**src/rtl/sim_run_controller.sv**
```systemverilog
// sim_run_controller
//   Run controller for simulation/emulation harnesses. Holds the harness in
//   reset for RESET_CYCLES clocks, then counts trace cycles while watching
//   per-harness success/failure, a cycle timeout and a heartbeat stall
//   watchdog. It ends in an absorbing PASS or FAIL state with a one-cycle
//   finish request. A dump-window enable is derived from the cycle count.
//
// Ports
//   clock, reset        block clock; asynchronous active-high reset
//   max_cycles          timeout limit (0 = none), static during a run
//   dump_start/dump_len dump window start and length (len 0 = open-ended)
//   success/failure     per-harness result bits
//   heartbeat           progress pulse, clears the stall counter
//   harness_reset       reset to the harness(es)
//   trace_count         cycles since controller reset (saturating, frozen when done)
//   dump_en             waveform dump enable (combinational from registered state)
//   done/pass/fail      terminal status
//   reason              0 none, 1 harness failure, 2 timeout, 3 stall
//   fail_chan           lowest failing channel when reason == 1
//   finish_req          one-cycle pulse on terminal entry
module sim_run_controller #(
    parameter int unsigned NUM_HARNESS  = 2,
    parameter int unsigned CYCLE_W      = 64,
    parameter int unsigned RESET_CYCLES = 16,
    parameter int unsigned REQUIRE_ALL  = 1,
    parameter int unsigned STALL_CYCLES = 0
) (
    input  logic                         clock,
    input  logic                         reset,
    input  logic [CYCLE_W-1:0]           max_cycles,
    input  logic [CYCLE_W-1:0]           dump_start,
    input  logic [CYCLE_W-1:0]           dump_len,
    input  logic [NUM_HARNESS-1:0]       success,
    input  logic [NUM_HARNESS-1:0]       failure,
    input  logic                         heartbeat,
    output logic                         harness_reset,
    output logic [CYCLE_W-1:0]           trace_count,
    output logic                         dump_en,
    output logic                         done,
    output logic                         pass,
    output logic                         fail,
    output logic [1:0]                   reason,
    output logic [$clog2(NUM_HARNESS):0] fail_chan,
    output logic                         finish_req
);

    localparam int unsigned FCW         = $clog2(NUM_HARNESS) + 1;
    localparam int unsigned HOLD_W      = (RESET_CYCLES > 1) ? $clog2(RESET_CYCLES) : 1;
    localparam int unsigned STALL_W     = (STALL_CYCLES > 1) ? $clog2(STALL_CYCLES) : 1;
    // With the watchdog disabled the counter is pinned at 0.
    localparam int unsigned STALL_LIMIT = (STALL_CYCLES != 0) ? STALL_CYCLES - 1 : 0;

    localparam logic [1:0] R_HARNESS = 2'd1;
    localparam logic [1:0] R_TIMEOUT = 2'd2;
    localparam logic [1:0] R_STALL   = 2'd3;

    typedef enum logic [1:0] {ST_HOLD, ST_RUN, ST_PASS, ST_FAIL} state_t;

    state_t                  state;
    logic [HOLD_W-1:0]       hold_cnt;
    logic [STALL_W-1:0]      stall_cnt;
    logic [NUM_HARNESS-1:0]  success_seen;

    logic [NUM_HARNESS-1:0]  seen;
    logic [FCW-1:0]          low_fail;
    logic                    stall_hit;
    logic                    timeout_hit;
    logic                    pass_hit;
    logic                    running;
    logic [CYCLE_W-1:0]      trace_next;
    logic [CYCLE_W:0]        dump_end;

    always_comb begin
        seen = success_seen | success;

        // Scan from the top so the last write is the lowest set index.
        low_fail = '0;
        for (int unsigned i = 0; i < NUM_HARNESS; i++) begin
            if (failure[NUM_HARNESS-1-i]) low_fail = FCW'(NUM_HARNESS - 1 - i);
        end

        stall_hit   = (STALL_CYCLES != 0) && (stall_cnt == STALL_W'(STALL_LIMIT)) && !heartbeat;
        timeout_hit = (max_cycles != '0) && (trace_count >= max_cycles);
        pass_hit    = (REQUIRE_ALL != 0) ? (&seen) : (|seen);
        trace_next  = (&trace_count) ? trace_count : trace_count + CYCLE_W'(1);

        // Window end is formed one bit wider so start+len never wraps.
        running  = (state == ST_HOLD) || (state == ST_RUN);
        dump_end = {1'b0, dump_start} + {1'b0, dump_len};
        dump_en  = running && (trace_count >= dump_start) &&
                   ((dump_len == '0) || ({1'b0, trace_count} < dump_end));
    end

    always_ff @(posedge clock or posedge reset) begin
        if (reset) begin
            state         <= ST_HOLD;
            hold_cnt      <= '0;
            trace_count   <= '0;
            stall_cnt     <= '0;
            success_seen  <= '0;
            harness_reset <= 1'b1;
            done          <= 1'b0;
            pass          <= 1'b0;
            fail          <= 1'b0;
            reason        <= '0;
            fail_chan     <= '0;
            finish_req    <= 1'b0;
        end else begin
            finish_req <= 1'b0;
            case (state)
                ST_HOLD: begin
                    trace_count <= trace_next;
                    hold_cnt    <= hold_cnt + HOLD_W'(1);
                    if (hold_cnt == HOLD_W'(RESET_CYCLES - 1)) begin
                        state         <= ST_RUN;
                        harness_reset <= 1'b0;
                    end
                end
                ST_RUN: begin
                    trace_count  <= trace_next;
                    success_seen <= seen;
                    if (heartbeat)
                        stall_cnt <= '0;
                    else if (stall_cnt != STALL_W'(STALL_LIMIT))
                        stall_cnt <= stall_cnt + STALL_W'(1);

                    // Priority: harness failure, stall, timeout, success.
                    if (|failure) begin
                        state      <= ST_FAIL;
                        fail       <= 1'b1;
                        done       <= 1'b1;
                        finish_req <= 1'b1;
                        reason     <= R_HARNESS;
                        fail_chan  <= low_fail;
                    end else if (stall_hit) begin
                        state      <= ST_FAIL;
                        fail       <= 1'b1;
                        done       <= 1'b1;
                        finish_req <= 1'b1;
                        reason     <= R_STALL;
                    end else if (timeout_hit) begin
                        state      <= ST_FAIL;
                        fail       <= 1'b1;
                        done       <= 1'b1;
                        finish_req <= 1'b1;
                        reason     <= R_TIMEOUT;
                    end else if (pass_hit) begin
                        state      <= ST_PASS;
                        pass       <= 1'b1;
                        done       <= 1'b1;
                        finish_req <= 1'b1;
                    end
                end
                default: ;
            endcase
        end
    end

endmodule

```
**config.mk**
```make
export PLATFORM = sky130hd
export DESIGN_NAME = sim_run_controller
export DESIGN_NICKNAME = d
export VERILOG_FILES = /design/src/rtl/sim_run_controller.sv
export SDC_FILE = /design/constraint.sdc
export NUM_CORES = 1
export LEC_CHECK = 0
export CORE_MARGIN = 8
export CORE_UTILIZATION = 25
export DETAILED_ROUTE_END_ITERATION = 6
export SLEW_MARGIN = 30
export SYNTH_ARGS = -nofsm -noshare
export SYNTH_HDL_FRONTEND = slang
export SYNTH_SLANG_ARGS = --single-unit
```
**constraint.sdc**
```tcl
create_clock -name clock -period 14.83 [get_ports clock]
set_input_delay 3.7075 -clock clock [delete_from_list [all_inputs] [get_ports clock]]
set_output_delay 3.7075 -clock clock [all_outputs]
set_load 0.01 [all_outputs]
```
==> flow_metrics.env <==
export IMPL_synth_warnings=0
export IMPL_cpPeakStageDelay_ns=0.74
export IMPL_power_density_nw_per_um2=48.42
export IMPL_yosysUniqueCellTypes=74
export IMPL_worstPathCellList="clkdlybuf4s50_1 -> ha_1 -> a211oi_1 -> o21ai_0 -> a21oi_1 -> o21ai_0 -> a211oi_1 -> nor2b_1 -> o21ai_0 -> nand2b_1 -> a21boi_0 -> xor2_1 -> ha_1 -> a2111oi_0 -> o21ai_0 -> a21oi_1 -> or4_1 -> o211ai_1 -> a21oi_1 -> a21oi_1 -> a211oi_1 -> o211ai_1 -> a31oi_1 -> clkdlybuf4s50_1"
export IMPL_initial_core_util_pct=25.34
export IMPL_fin_crit_sh_pct=93.40
export IMPL_cts_tree="done"
export IMPL_hold_end="harness_reset"
export IMPL_avgRoutedWirePerCell_um=20.51
export IMPL_crit_arrival_ns=10.14
export IMPL_fmax_ghz=0.07220
export IMPL_hp_class="reg -> reg"
export IMPL_r2r_start="trace_count[63]"
export IMPL_yosysSeqAreaShare_pct=16.95
export IMPL_syn2layout_area_growth_pct=31.61
export IMPL_maxCapViolCount=0
export IMPL_ys_ff_latch=80
export IMPL_numCtsBuffers=9
export IMPL_skew_ns=0.01403
export IMPL_hp_start="harness_reset"
export IMPL_cts_buffer_depth=2
export IMPL_io_pins=273
export IMPL_drt_initial_drc_count=781
export IMPL_min_period_ns=13.85
export IMPL_clkSlewWorstSetupHoldPaths_ns=0.06
export IMPL_grt_pass1_vias=12008
export IMPL_worst_pin_slew_ns=0.9075
export IMPL_grt_max_degree=81
export IMPL_setup_viol=0
export IMPL_worst_ep_required_time_ns=11.12
export IMPL_postCtsHoldBufs=0
export IMPL_place_congestion=0.9138
export IMPL_hold_depth=1
export IMPL_die_area_um2=54490
export IMPL_synthArstFlopShare_pct=100.0
export IMPL_diodes=0
export IMPL_drtAntennaViolNets=0
export IMPL_rr_worst_depth=11
export IMPL_portBuffers=270
export IMPL_relSlewSlack_pct=38.94
export IMPL_reg2reg_setup_slack_ns=11.09
export IMPL_dp_hpwl_um=41560
export IMPL_route_detailed_drc=0
export IMPL_synth_edf_count=0
export IMPL_synthCells=1445
export IMPL_dp_slack_ns=1.047
export IMPL_crit_fanout=4
export IMPL_antenna_found_initial=1
export IMPL_dr_pass1_iters=5
export IMPL_synthFlopType="dfrtp_1"
export IMPL_rr_endpoint="reason[0]"
export IMPL_path_buf_inv=2
export IMPL_final_net_count=2171
export IMPL_ir_worst_vdd_v=0.00004702
export IMPL_synthesis_area_um2=11820
export IMPL_startpoint_type="primary input"
export IMPL_coreArea_um2=46650
export IMPL_clock_latency_ns=0.35
export IMPL_p_leak_nw=7.918
export IMPL_rows=79
export IMPL_drive_above_1_share_pct=2.967
export IMPL_setup_ws_ns=0.9791
export IMPL_htreeDepth=3
export IMPL_status="finished clean"
export IMPL_root_buffer="clkbuf_16"
export IMPL_finalMaxSlewViolations=0
export IMPL_vias=11834
export IMPL_overflow=0
export IMPL_power_mw=0.7532
export IMPL_end_kind="output pin"
export IMPL_wl_um=47710
export IMPL_finalSetupTns_ns=0
export IMPL_critical_path_class="in -> out"
export IMPL_finalHoldViolations=0
export IMPL_crit_slowest_cell="a211oi_1"
export IMPL_dieWidth_um=233.4
export IMPL_grt_pass1_wl_um=71370
export IMPL_postCtsResizedCells=0
export IMPL_clock_sinks=80
export IMPL_vias_per_cell=5.088
export IMPL_avgSynthCellArea_um2=8.180
export IMPL_rsz0062_at_grt="no"
export IMPL_crit_family="compound AO/OA/AOI/OAI gates"
export IMPL_track_usage_pct=17.10
export IMPL_die_y_um=233.4
export IMPL_post_cts_buffers=0
export IMPL_synthesis_nets=1902
==> area by class of cell <==
class,instances,area [um2]
Clock inverter,3,17.52
Fill cell,4907,31100
Timing Repair Buffer,276,2751
Clock buffer,13,260.3
Multi-Input combinational cell,1190,9174
Tap cell,607,759.5
Inverter,157,590.6
Sequential cell,80,2003
==> worst max-delay path by stage <==
stage	startpoint	to	slack (ns)	cells after the start
after floorplan	dump_start[16]	dump_en	3.57	21
after global placement	dump_len[1]	dump_en	1.07	24
after detailed placement	dump_len[1]	dump_en	1.05	22
after CTS	dump_len[1]	dump_en	1.03	22
after global routing	dump_len[1]	dump_en	0.36	24
final	dump_len[1]	dump_en	0.98	24
==> flip-flops by register name, indices dropped and copies added (netlist names), 2 cells and up <==
| signal | cells |
|---|---|
| reason | 2 |
| success_seen | 2 |
| state | 2 |
| hold_cnt | 4 |
| trace_count | 64 |
==> routing by layer <==
layer	track usage (%)	routed length (um)	vias up
met5	0	0	-
met3	2.657	2637	48
met1	22.61	22270	5607
met2	28.69	21820	330
li1	-	-	5849
met4	4.503	985	0
==> Yosys cell counts (3+ instances only) <==
master	n	area, um2
o211ai_1	9	67.56
nor2_1	57	214.0
o31ai_1	4	30.03
nor3_1	18	90.09
or2_2	6	37.54
a31oi_1	5	31.28
nand2_1	88	330.3
o21bai_1	13	97.59
nor2b_1	18	112.6
and4_1	10	87.58
a21boi_0	6	45.04
a211oi_1	13	97.59
o21a_1	10	75.07
and3_1	17	106.4
o22a_1	3	26.28
dfrtp_1	79	1977
nand2b_1	19	118.9
a21o_1	113	848.3
clkbuf_1	16	60.06
inv_1	157	589.3
ha_1	257	3216
xor2_1	46	402.9
xnor2_1	82	718.2
a2111oi_0	6	52.55
and2_1	5	31.28
nand4_1	68	425.4
nor4_1	42	262.8
a21oi_1	119	595.6
nand3_1	38	190.2
o21ai_0	64	320.3
==> cells in the final DEF (no fill, tap or decap), types with 3 or more instances in the layout <==
cell,n
o31ai_1,4
clkinv_2,3
and3_1,17
nand3_1,38
clkdlybuf4s50_1,270
nor4_2,4
inv_1,156
nand2b_1,19
or2_2,6
ha_1,257
buf_4,5
o21bai_1,13
o21ai_0,64
clkbuf_16,9
and2_1,5
nand4_1,68
nor3_1,18
a21o_1,113
nor2_1,57
a31oi_1,5
nor4_1,39
o22a_1,3
nor2b_1,18
a21boi_0,6
dfrtp_1,79
nand2_1,88
o211ai_1,9
o21a_1,10
a2111oi_0,6
and4_1,10
xor2_1,46
a21oi_1,119
a211oi_1,13
xnor2_1,82
==> cells by family (layout without fill, tap and decap cells) <==
group           after synthesis  count (layout)  share of synthesized area (%)
compound gates              392             392                          21.55
xor+xnor                    128             128                          9.485
fa+ha+maj                   258             258                          27.37
buf+inv                     175             449                          5.600
flops                        80              80                          16.95
mux                           2               2                         0.1905
other cells                   1               1                        0.03173
simple gates                409             409                          18.82
==> through the flow <==
step	hold slack (ns)	instances	util (%)	area (um2)
final	0.4560	2326	33.34	15560
after CTS	0.4603	2326	33.33	15550
after global placement	0.4388	2310	32.71	15260
after detailed placement	0.4496	2310	32.73	15270
after global routing	0.4661	2326	33.34	15560
after floorplan	0.4285	1445	-	11820
==> power by group <==
group          switching (mW)  internal [mW]
combinational           0.172          0.148
sequential            0.00112          0.220
clock                  0.0899          0.122
Power figures use the tool's default switching activity.
